`src/rtl/line_editor.sv`:
```
// Cursor-addressed edit line with insert/delete at cursor; Enter streams the line out over valid/ready.
// Optional macro LINE_EDITOR_CR_TERM_EN appends a 0x0D terminator byte to every committed line.
module line_editor #(
    parameter int DEPTH = 16
) (
    input  logic                         clk,
    input  logic                         rst,
    input  logic [7:0]                   char_in,
    input  logic                         char_valid,
    input  logic                         left_cursor,
    input  logic                         right_cursor,
    input  logic                         Delete,
    input  logic                         Enter,
    output logic [7:0]                   out_char,
    output logic                         out_valid,
    input  logic                         out_ready,
    output logic                         out_last,
    output logic [$clog2(DEPTH+1)-1:0]   cursor_pos,
    output logic [$clog2(DEPTH+1)-1:0]   line_len,
    output logic                         busy,
    output logic                         overflow
);
    localparam int PW = $clog2(DEPTH + 1);
    localparam int AW = $clog2(DEPTH);
    localparam logic [PW-1:0] DEPTH_W = PW'(DEPTH);

    typedef enum logic [1:0] {S_EDIT, S_SEND, S_CLEAR} state_t;

    state_t          state_reg, state_next;
    logic [PW-1:0]   len_reg, cur_reg, idx_reg;
    logic            overflow_reg;
    logic [7:0]      buf_reg [DEPTH];
    logic [DEPTH-1:0][7:0] buf_next;

    logic edit_en, do_enter, do_char, do_insert, do_overflow;
    logic do_delete, do_left, do_right;
    logic handshake, send_last, enter_empty, clear_line;
    logic [PW-1:0] last_idx;

    // One action per cycle: lower-priority pulses are masked by any higher raw pulse.
    assign edit_en     = (state_reg == S_EDIT);
    assign do_enter    = edit_en & Enter;
    assign do_char     = edit_en & ~Enter & char_valid;
    assign do_insert   = do_char & (len_reg != DEPTH_W);
    assign do_overflow = do_char & (len_reg == DEPTH_W);
    assign do_delete   = edit_en & ~Enter & ~char_valid & Delete & (cur_reg < len_reg);
    assign do_left     = edit_en & ~Enter & ~char_valid & ~Delete & left_cursor
                         & (cur_reg != '0);
    assign do_right    = edit_en & ~Enter & ~char_valid & ~Delete & ~left_cursor
                         & right_cursor & (cur_reg < len_reg);

`ifdef LINE_EDITOR_CR_TERM_EN
    assign last_idx    = len_reg;
    assign enter_empty = 1'b0;
`else
    assign last_idx    = len_reg - PW'(1);
    assign enter_empty = (len_reg == '0);
`endif

    assign handshake  = (state_reg == S_SEND) & out_ready;
    assign send_last  = (idx_reg == last_idx);
    assign clear_line = (state_next == S_CLEAR) | (state_reg == S_CLEAR);

    // Each cell picks its neighbour value for the shift required by insert or delete.
    genvar gi;
    generate
        for (gi = 0; gi < DEPTH; gi++) begin : g_cell
            logic [7:0] from_left, from_right;
            if (gi == 0) begin : g_first
                assign from_left = char_in;
            end else begin : g_mid_l
                assign from_left = buf_reg[gi-1];
            end
            if (gi == DEPTH - 1) begin : g_last
                assign from_right = 8'h00;
            end else begin : g_mid_r
                assign from_right = buf_reg[gi+1];
            end
            assign buf_next[gi] =
                (do_insert && (PW'(gi) == cur_reg)) ? char_in    :
                (do_insert && (PW'(gi) >  cur_reg)) ? from_left  :
                (do_delete && (PW'(gi) >= cur_reg)) ? from_right :
                                                      buf_reg[gi];
        end
    endgenerate

    always_ff @(posedge clk) begin
        for (int i = 0; i < DEPTH; i++) begin
            buf_reg[i] <= buf_next[i];
        end
    end

    always_ff @(posedge clk) begin
        if (rst) begin
            state_reg <= S_EDIT;
        end else begin
            state_reg <= state_next;
        end
    end

    always_comb begin
        state_next = state_reg;
        case (state_reg)
            S_EDIT:  if (do_enter) state_next = enter_empty ? S_CLEAR : S_SEND;
            S_SEND:  if (handshake && send_last) state_next = S_CLEAR;
            S_CLEAR: state_next = S_EDIT;
            default: state_next = S_EDIT;
        endcase
    end

    always_ff @(posedge clk) begin
        if (rst) begin
            len_reg      <= '0;
            cur_reg      <= '0;
            idx_reg      <= '0;
            overflow_reg <= 1'b0;
        end else begin
            overflow_reg <= do_overflow;
            if (clear_line) begin
                len_reg <= '0;
                cur_reg <= '0;
            end else if (do_insert) begin
                len_reg <= len_reg + PW'(1);
                cur_reg <= cur_reg + PW'(1);
            end else if (do_delete) begin
                len_reg <= len_reg - PW'(1);
            end else if (do_left) begin
                cur_reg <= cur_reg - PW'(1);
            end else if (do_right) begin
                cur_reg <= cur_reg + PW'(1);
            end
            if (do_enter) begin
                idx_reg <= '0;
            end else if (handshake) begin
                idx_reg <= idx_reg + PW'(1);
            end
        end
    end

    always_comb begin
        out_valid  = (state_reg == S_SEND);
        out_last   = (state_reg == S_SEND) & send_last;
        busy       = (state_reg != S_EDIT);
        overflow   = overflow_reg;
        cursor_pos = cur_reg;
        line_len   = len_reg;
        out_char   = 8'h00;
        if (state_reg == S_SEND) begin
`ifdef LINE_EDITOR_CR_TERM_EN
            // idx can equal DEPTH only on the terminator slot, so the array read stays in range.
            out_char = (idx_reg == len_reg) ? 8'h0D : buf_reg[idx_reg[AW-1:0]];
`else
            out_char = buf_reg[idx_reg[AW-1:0]];
`endif
        end
    end

endmodule

```
`config.mk`:
```
export PLATFORM = sky130hd
export DESIGN_NAME = line_editor
export DESIGN_NICKNAME = d
export VERILOG_FILES = /design/src/rtl/line_editor.sv
export SDC_FILE = /design/constraint.sdc
export NUM_CORES = 1
export LEC_CHECK = 0
export ABC_AREA = 1
export BUFFER_PORTS_ARGS = -buffer_cell sky130_fd_sc_hd__buf_4
export CORE_ASPECT_RATIO = 2
export CORE_MARGIN = 8
export CORE_UTILIZATION = 50
export DETAILED_ROUTE_END_ITERATION = 16
export PLACE_DENSITY_LB_ADDON = 0.12
export SLEW_MARGIN = 20
export SYNTH_ARGS = -nofsm -noshare
export SYNTH_HDL_FRONTEND = slang
export SYNTH_SLANG_ARGS = --single-unit
```
`constraint.sdc`:
```
create_clock -name clk -period 2.5 [get_ports clk]
set_clock_uncertainty 0.2 [all_clocks]
set_input_delay 0.25 -clock clk [delete_from_list [all_inputs] [get_ports clk]]
set_output_delay 0.25 -clock clk [all_outputs]
set_load 0.05 [all_outputs]
```
==> flow_summary_export.csv, run 1 <==
group,metric,value,unit
flow_run,maxCapViolCount,0,
setup_path,startpoint_type,"flop",
power_and_ir_drop,pwr-share-seq,39.5,%
global_route,grtUsageTotal,27.9,%
yosys,synth_area_leaders,"edfxtp_1 40%, nand2_1 8.5%, o21ai_0 8.5%",
clock_network,h-tree-depth,4,
power_and_ir_drop,p_per_area,807,nW/um^2
finish,drive_above_1_share,20.2,%
global_route,first_global_vias,8780,
global_route,grt_pass1_wl,50100,um
floorplan,rows,71,
yosys,synth_top_area_share,40.2,%
sta,layout_setup_ws,-0.0680,ns
yosys,synth_cell_type_count,42,
detailed_routing,routed_wl,33300,um
floorplan,dieArea,24100,um^2
sta,finalSetupViolations,6,
floorplan,die_w,114,um
yosys,synth_fa_ha_area_share,1.57,%
yosys,synthSimpleGateAreaFrac,23.1,%
finish,final_common_cell,"nand2_1",
sta,timing.fmax,0.389,GHz
power_and_ir_drop,p_sw,3.28,mW
finish,final_area,11600,um^2
power_and_ir_drop,comb_power_share,30.8,%
setup_path,worstPathMaxFanout,6,
setup_path,arrival,2.12,ns
floorplan,io-pin-count,38,
detailed_routing,post-route-drc-count,0,
clock_network,cts.clk_slew.worst_paths,0.06,ns
yosys,netlist_area,9570,um^2
yosys,synth_top_family_by_area,"simple AND/OR/NAND/NOR gates",
finish,largest_reg_flops,128,
detailed_routing,viasPerCell,5.95,
global_route,grt_max_degree,37,
floorplan,core-area,18800,um^2
power_and_ir_drop,pwr-share-clk,29.7,%
yosys,synth_compound_area_share,21.4,%
yosys,synthXorXnorAreaFrac,1.01,%
status,violations,"setup timing",
setup_path,cp.required,2.05,ns
placed_design,gp_congestion,0.955,
power_and_ir_drop,p_int,6.05,mW
floorplan,start_util,50.8,%
yosys,syn_nets,1224,
yosys,synth-seq-area-share,44.8,%
clock_network,cts-root-buf,"clkbuf_16",
finish,postLayoutCoreUtil,61.4,%
sta,hold_violations,0,
placed_design,hpwl,25300,um
yosys,avgSynthCellArea,8.00,um^2
placed_design,portBuffers,37,
yosys,synth.area.mux_share,0,%
global_route,grt-ovfl-total,0,
detailed_routing,vias,9179,
min_path,hp-class,"in -> reg",
yosys,syn_inst,1196,
sta,finalCriticalPeriod,2.57,ns
finish,antennaDiodeCount,0,
power_and_ir_drop,irDropWorstVdd,0.000521,V
clock_network,cts_tree,"done",
finish,nNetsFinal,1302,
finish,syn_to_final_growth,20.8,%
yosys,synth_warnings,0,
setup_path,path_class,"reg -> out",
placed_design,dp_slack,-0.0742,ns
clock_network,clk-insertion-delay-late,0.45,ns
placed_design,place_area,10500,um^2
sta,rsz0062_at_grt,"true",
setup_path,end_kind,"output port",
detailed_routing,drt_iter0_markers,942,
clock_network,cts_buffers,17,
power_and_ir_drop,p_leak,4.50,nW
finish,mostFrequentLayoutCells,"211 x nand2_1, 151 x o21ai_0, 128 x edfxtp_1, 112 x inv_1, 95 x nor2_1",
detailed_routing,drt_first_pass_iters,6,
floorplan,die_h,212,um
power_and_ir_drop,power.switching_fraction,35.2,%
sta,post-route-period-util,103,%
sta,drv_slew,0,
yosys,synth_seq_cells,150,
global_route,antenna_found_initial,0,
sta,max_slew_margin,54.0,%
sta,hold_ws,0.0325,ns
detailed_routing,wire_per_inst,21.6,um
placed_design,dp_cells,1485,
finish,final_cells,1542,
clock_network,clock_sinks,150,
detailed_routing,ant_nets,0,
status,outcome,"finished, violations left",
yosys,yosys.area.top_type,"edfxtp_1",
sta,tightest_slew,0.686,ns
clock_network,clk_path_buf_depth,2,
-- through the flow --
step	setup TNS (ns)	total power, mW
finish	-0.255	9.33
global route	-0.487	9.72
CTS	-0.0392	9.24
detailed placement	-2.74	6.38
global placement	-2.52	6.34
floorplan	-4.12	5.42
-- synth_stat cells --
| master | count |
|---|---|
| nor2_2 | 6 |
| nor3_2 | 1 |
| a2bb2oi_1 | 1 |
| inv_1 | 117 |
| xnor2_1 | 3 |
| o21ai_0 | 162 |
| nand3b_4 | 1 |
| o21ai_1 | 30 |
| o22ai_1 | 28 |
| nand3_1 | 87 |
| nand2_1 | 217 |
| buf_6 | 3 |
| nand2_4 | 2 |
| nand2_2 | 16 |
| buf_4 | 9 |
| buf_1 | 1 |
| nand3_4 | 2 |
| nor4_1 | 3 |
| nand4_2 | 1 |
| edfxtp_1 | 128 |
| or2_1 | 1 |
| o221ai_1 | 6 |
| a211oi_1 | 1 |
| nand4_4 | 1 |
| nor2_4 | 11 |
| inv_4 | 1 |
| clkinv_1 | 2 |
| o21ai_2 | 1 |
| dfxtp_1 | 22 |
| nand4_1 | 3 |
| nor2_1 | 106 |
| xor2_1 | 8 |
| clkbuf_1 | 29 |
| buf_2 | 13 |
| o211ai_1 | 60 |
| nor3_1 | 6 |
| nor2_8 | 3 |
| a31oi_1 | 6 |
| ha_1 | 12 |
| nand3_2 | 5 |
| inv_2 | 12 |
| a21oi_1 | 69 |
-- worst paths after layout --
check           startpoint            end  slack, ns  cells past startpoint
min reg2reg     idx_reg[4]     idx_reg[4]       0.33                      2
max                   flop    out_char[6]      -0.07                      6
max reg2reg  cursor_pos[4]  buf_reg[8][6]       0.14                     12
min             char_in[1]  buf_reg[6][1]       0.03                      3
-- logic make-up after synthesis --
| family | count (synthesis) |
|---|---|
| and+or+nand+nor | 472 |
| AOI/OAI and AO/OA | 364 |
| buffers and inverters | 187 |
| DFF | 150 |
| adders and majority gates | 12 |
| xor gates and xnor gates | 11 |
-- layer usage --
layer  track usage, %  wire (um)  up-vias
met5                0          0        -
met3             4.17       2080      135
met2             49.6      16900      453
li1                 -          -     4335
met1             28.6      11500     4256
met4             21.7       2800        0
-- power by group through the flow --
stage | combinational, mW | clock (mW) | sequential (mW)
after detailed placement | 2.67 | 0 | 3.72
final | 2.88 | 2.77 | 3.68
after CTS | 2.79 | 2.79 | 3.67
after global placement | 2.63 | 0 | 3.71
after floorplan | 1.78 | 0 | 3.64
after global routing | 3.15 | 2.86 | 3.72
-- what timing repair did --
item	CTS	global route
hold endpoints to repair	19	0
gates resized for setup	42	36
setup endpoints to repair	105	147
setup buffers	8	7
pin swaps	9	18
gates cloned	0	1
hold buffers	10	0
-- layout make-up --
type | count | area, um^2
well taps | 255 | 319
inverters | 132 | 508
fillers | 1725 | 7270
repair buffers | 113 | 1040
clock buffers | 17 | 425
flip-flops and latches | 150 | 4310
multi-input cells | 860 | 4760
clock inverters | 15 | 204
-- critical path, stage by stage, from the launching register on --
cell and delay [ns]:
dfxtp_4 0.46, buf_6 0.17, o21ai_1 0.07, o211ai_1 0.35, nand3_2 0.19, a21oi_2 0.24, buf_6 0.19
(Power assumes the default switching activity.)
==> run 2, diff against run 1 <==
RECOVER_POWER = 100   (was default)
SLEW_MARGIN = default   (was 20)
==> run 2 against run 1 <==
Die area unchanged. Worst hold slack got worse by 0.0088 ns. Register-to-register slack got worse by 0.06 ns. First-iteration DRC count decreased by 15%. Critical endpoint is now out_char[4]. Largest cell class unchanged. Setup slack improved by 0.0085 ns. The run still ends with setup timing left. Non-clock buffer count unchanged. Total power decreased by 1.0%. Combinational power decreased by 3%. Clock-buffer cell count unchanged.
==> flow_summary_export.csv, run 2 (synthesis results as in run 1) <==
group,metric,value,unit
placed_design,place_area,10500,um^2
power_and_ir_drop,pwr-share-clk,30.0,%
min_path,hp-start,"char_in[0]",
detailed_routing,viasPerCell,5.94,
global_route,grt_pass1_wl,50100,um
floorplan,start_util,50.8,%
clock_network,cts.clk_slew.worst_paths,0.07,ns
clock_network,clock_sinks,150,
min_path,min_path_cells,3,
power_and_ir_drop,p_int,5.98,mW
setup_path,path_class,"reg -> out",
floorplan,dieArea,24100,um^2
floorplan,core-area,18800,um^2
power_and_ir_drop,power.switching_fraction,35.3,%
global_route,antenna_found_initial,0,
power_and_ir_drop,p_sw,3.26,mW
power_and_ir_drop,p_leak,4.43,nW
floorplan,rows,71,
finish,antennaDiodeCount,0,
clock_network,h-tree-depth,4,
floorplan,die_h,212,um
placed_design,gp_congestion,0.955,
clock_network,cts_tree,"done",
detailed_routing,ant_nets,0,
flow_run,maxCapViolCount,0,
finish,final_common_cell,"nand2_1",
setup_path,worstPathMaxFanout,6,
placed_design,portBuffers,37,
global_route,grt_max_degree,37,
detailed_routing,vias,9152,
sta,post-route-period-util,102,%
setup_path,cp.required,2.05,ns
setup_path,ff2ff_setup_slack,0.08,ns
min_path,hp-class,"in -> reg",
setup_path,rr_startpoint,"cursor_pos[4]",
setup_path,arrival,2.11,ns
finish,drive_above_1_share,18.3,%
global_route,grt-busiest-layer,"met2",
setup_path,r2r_end,"buf_reg[8][6]",
finish,final_area,11400,um^2
power_and_ir_drop,p_per_area,809,nW/um^2
finish,syn_to_final_growth,19.4,%
finish,nNetsFinal,1302,
finish,final_cells,1542,
sta,max_slew_margin,51.4,%
finish,largest_reg_flops,128,
sta,finalSetupViolations,6,
sta,finalCriticalPeriod,2.56,ns
global_route,met2_usage,49.6,%
sta,drv_slew,0,
power_and_ir_drop,comb_power_share,30.1,%
sta,timing.fmax,0.391,GHz
detailed_routing,post-route-drc-count,0,
clock_network,clk_path_buf_depth,2,
detailed_routing,wire_per_inst,21.5,um
global_route,grt-ovfl-total,0,
sta,layout_setup_ws,-0.0596,ns
detailed_routing,drt_iter0_markers,804,
setup_path,reg2regPathDepth,12,
placed_design,dp_cells,1485,
setup_path,worstSetupEndpoint,"out_char[4]",
global_route,grtUsageTotal,27.9,%
global_route,grtUsageMet3,4.17,%
power_and_ir_drop,pwr-share-seq,39.8,%
sta,tightest_slew,0.724,ns
global_route,met1_usage,28.6,%
floorplan,die_w,114,um
status,outcome,"finished, violations left",
setup_path,startpoint_type,"flop",
finish,multiInputGateArea,4710,um^2
sta,rsz0062_at_grt,"true",
power_and_ir_drop,irDropWorstVdd,0.000523,V
finish,regArea,4300,um^2
floorplan,io-pin-count,38,
clock_network,clk-insertion-delay-late,0.45,ns
finish,nFillCells,1765,
clock_network,cts_buffers,17,
finish,mostFrequentLayoutCells,"213 x nand2_1, 164 x o21ai_0, 128 x edfxtp_1, 115 x inv_1, 97 x nor2_1",
sta,hold_violations,0,
placed_design,hpwl,25300,um
setup_path,end_kind,"output port",
detailed_routing,routed_wl,33100,um
clock_network,cts-root-buf,"clkbuf_16",
detailed_routing,drt_first_pass_iters,8,
global_route,first_global_vias,8780,
status,violations,"setup timing",
[run 2: cell count changes in the layout (fill, tap and decap cells not counted), sizes merged]
cell,previous run,this run
clkbuf,17,37
buf,104,84
[run 2: per-layer routing]
metal / wire [um] / up-vias / share of wire, %
met5: 0 / - / 0
met4: 2760 / 0 / 8.3
met2: 16900 / 440 / 51
met3: 2060 / 138 / 6.2
met1: 11400 / 4242 / 35
li1: - / 4332 / -
[run 2: how the worst min path moves through the flow]
stage	end	slack (ns)
after floorplan	state_reg[0]	0.12
after global placement	state_reg[0]	0.25
after detailed placement	state_reg[1]	0.25
after CTS	buf_reg[8][0]	0.003
after global routing	buf_reg[8][1]	0.03
final	buf_reg[8][0]	0.02
[run 2: stage by stage]
stage	worst slack, ns	total power [mW]	hold WS (ns)	util, %	TNS (ns)
3_5_place_dp	-0.0742	6.38	0.253	55.7	-2.74
4_1_cts	-0.0299	9.24	0.00268	60.7	-0.0392
2_1_floorplan	-0.276	5.42	0.119	-	-4.12
5_1_grt	-0.0849	9.63	0.0331	60.6	-1.68
3_3_place_gp	-0.0612	6.34	0.250	55.7	-2.52
6_report	-0.0596	9.24	0.0237	60.6	-0.204
[run 2: what timing repair did]
item | CTS | global route
buffers inserted | 8 | 7
resized for setup | 42 | 36
gates cloned | 0 | 1
endpoints found under the hold margin | 19 | 0
hold buffers | 10 | 0
endpoints found under the setup margin | 105 | 147
pin swaps | 9 | 18
[run 2: cell type report]
| type | count | area share [%] |
|---|---|---|
| multi-input combinational | 860 | 41.2 |
| sequential | 150 | 37.6 |
| timing repair buffer | 113 | 8.42 |
| inverter | 132 | 4.43 |
| clock buffer | 17 | 3.72 |
| tap | 255 | 2.79 |
| clock inverter | 15 | 1.79 |
[run 2: critical path, cell delays in order (launching register included)]
cell and delay, ns:
dfxtp_4 0.46, buf_6 0.17, buf_4 0.13, o21ai_1 0.07, o211ai_1 0.19, nand3_1 0.18, a21oi_2 0.27, buf_6 0.19
[run 2: power by group through the flow]
stage / Clock, mW / Combinational (mW) / Sequential, mW
after CTS: 2.79 / 2.79 / 3.67
after detailed placement: 0 / 2.67 / 3.72
final: 2.78 / 2.78 / 3.68
after global placement: 0 / 2.63 / 3.71
after floorplan: 0 / 1.78 / 3.64
after global routing: 2.86 / 3.06 / 3.71
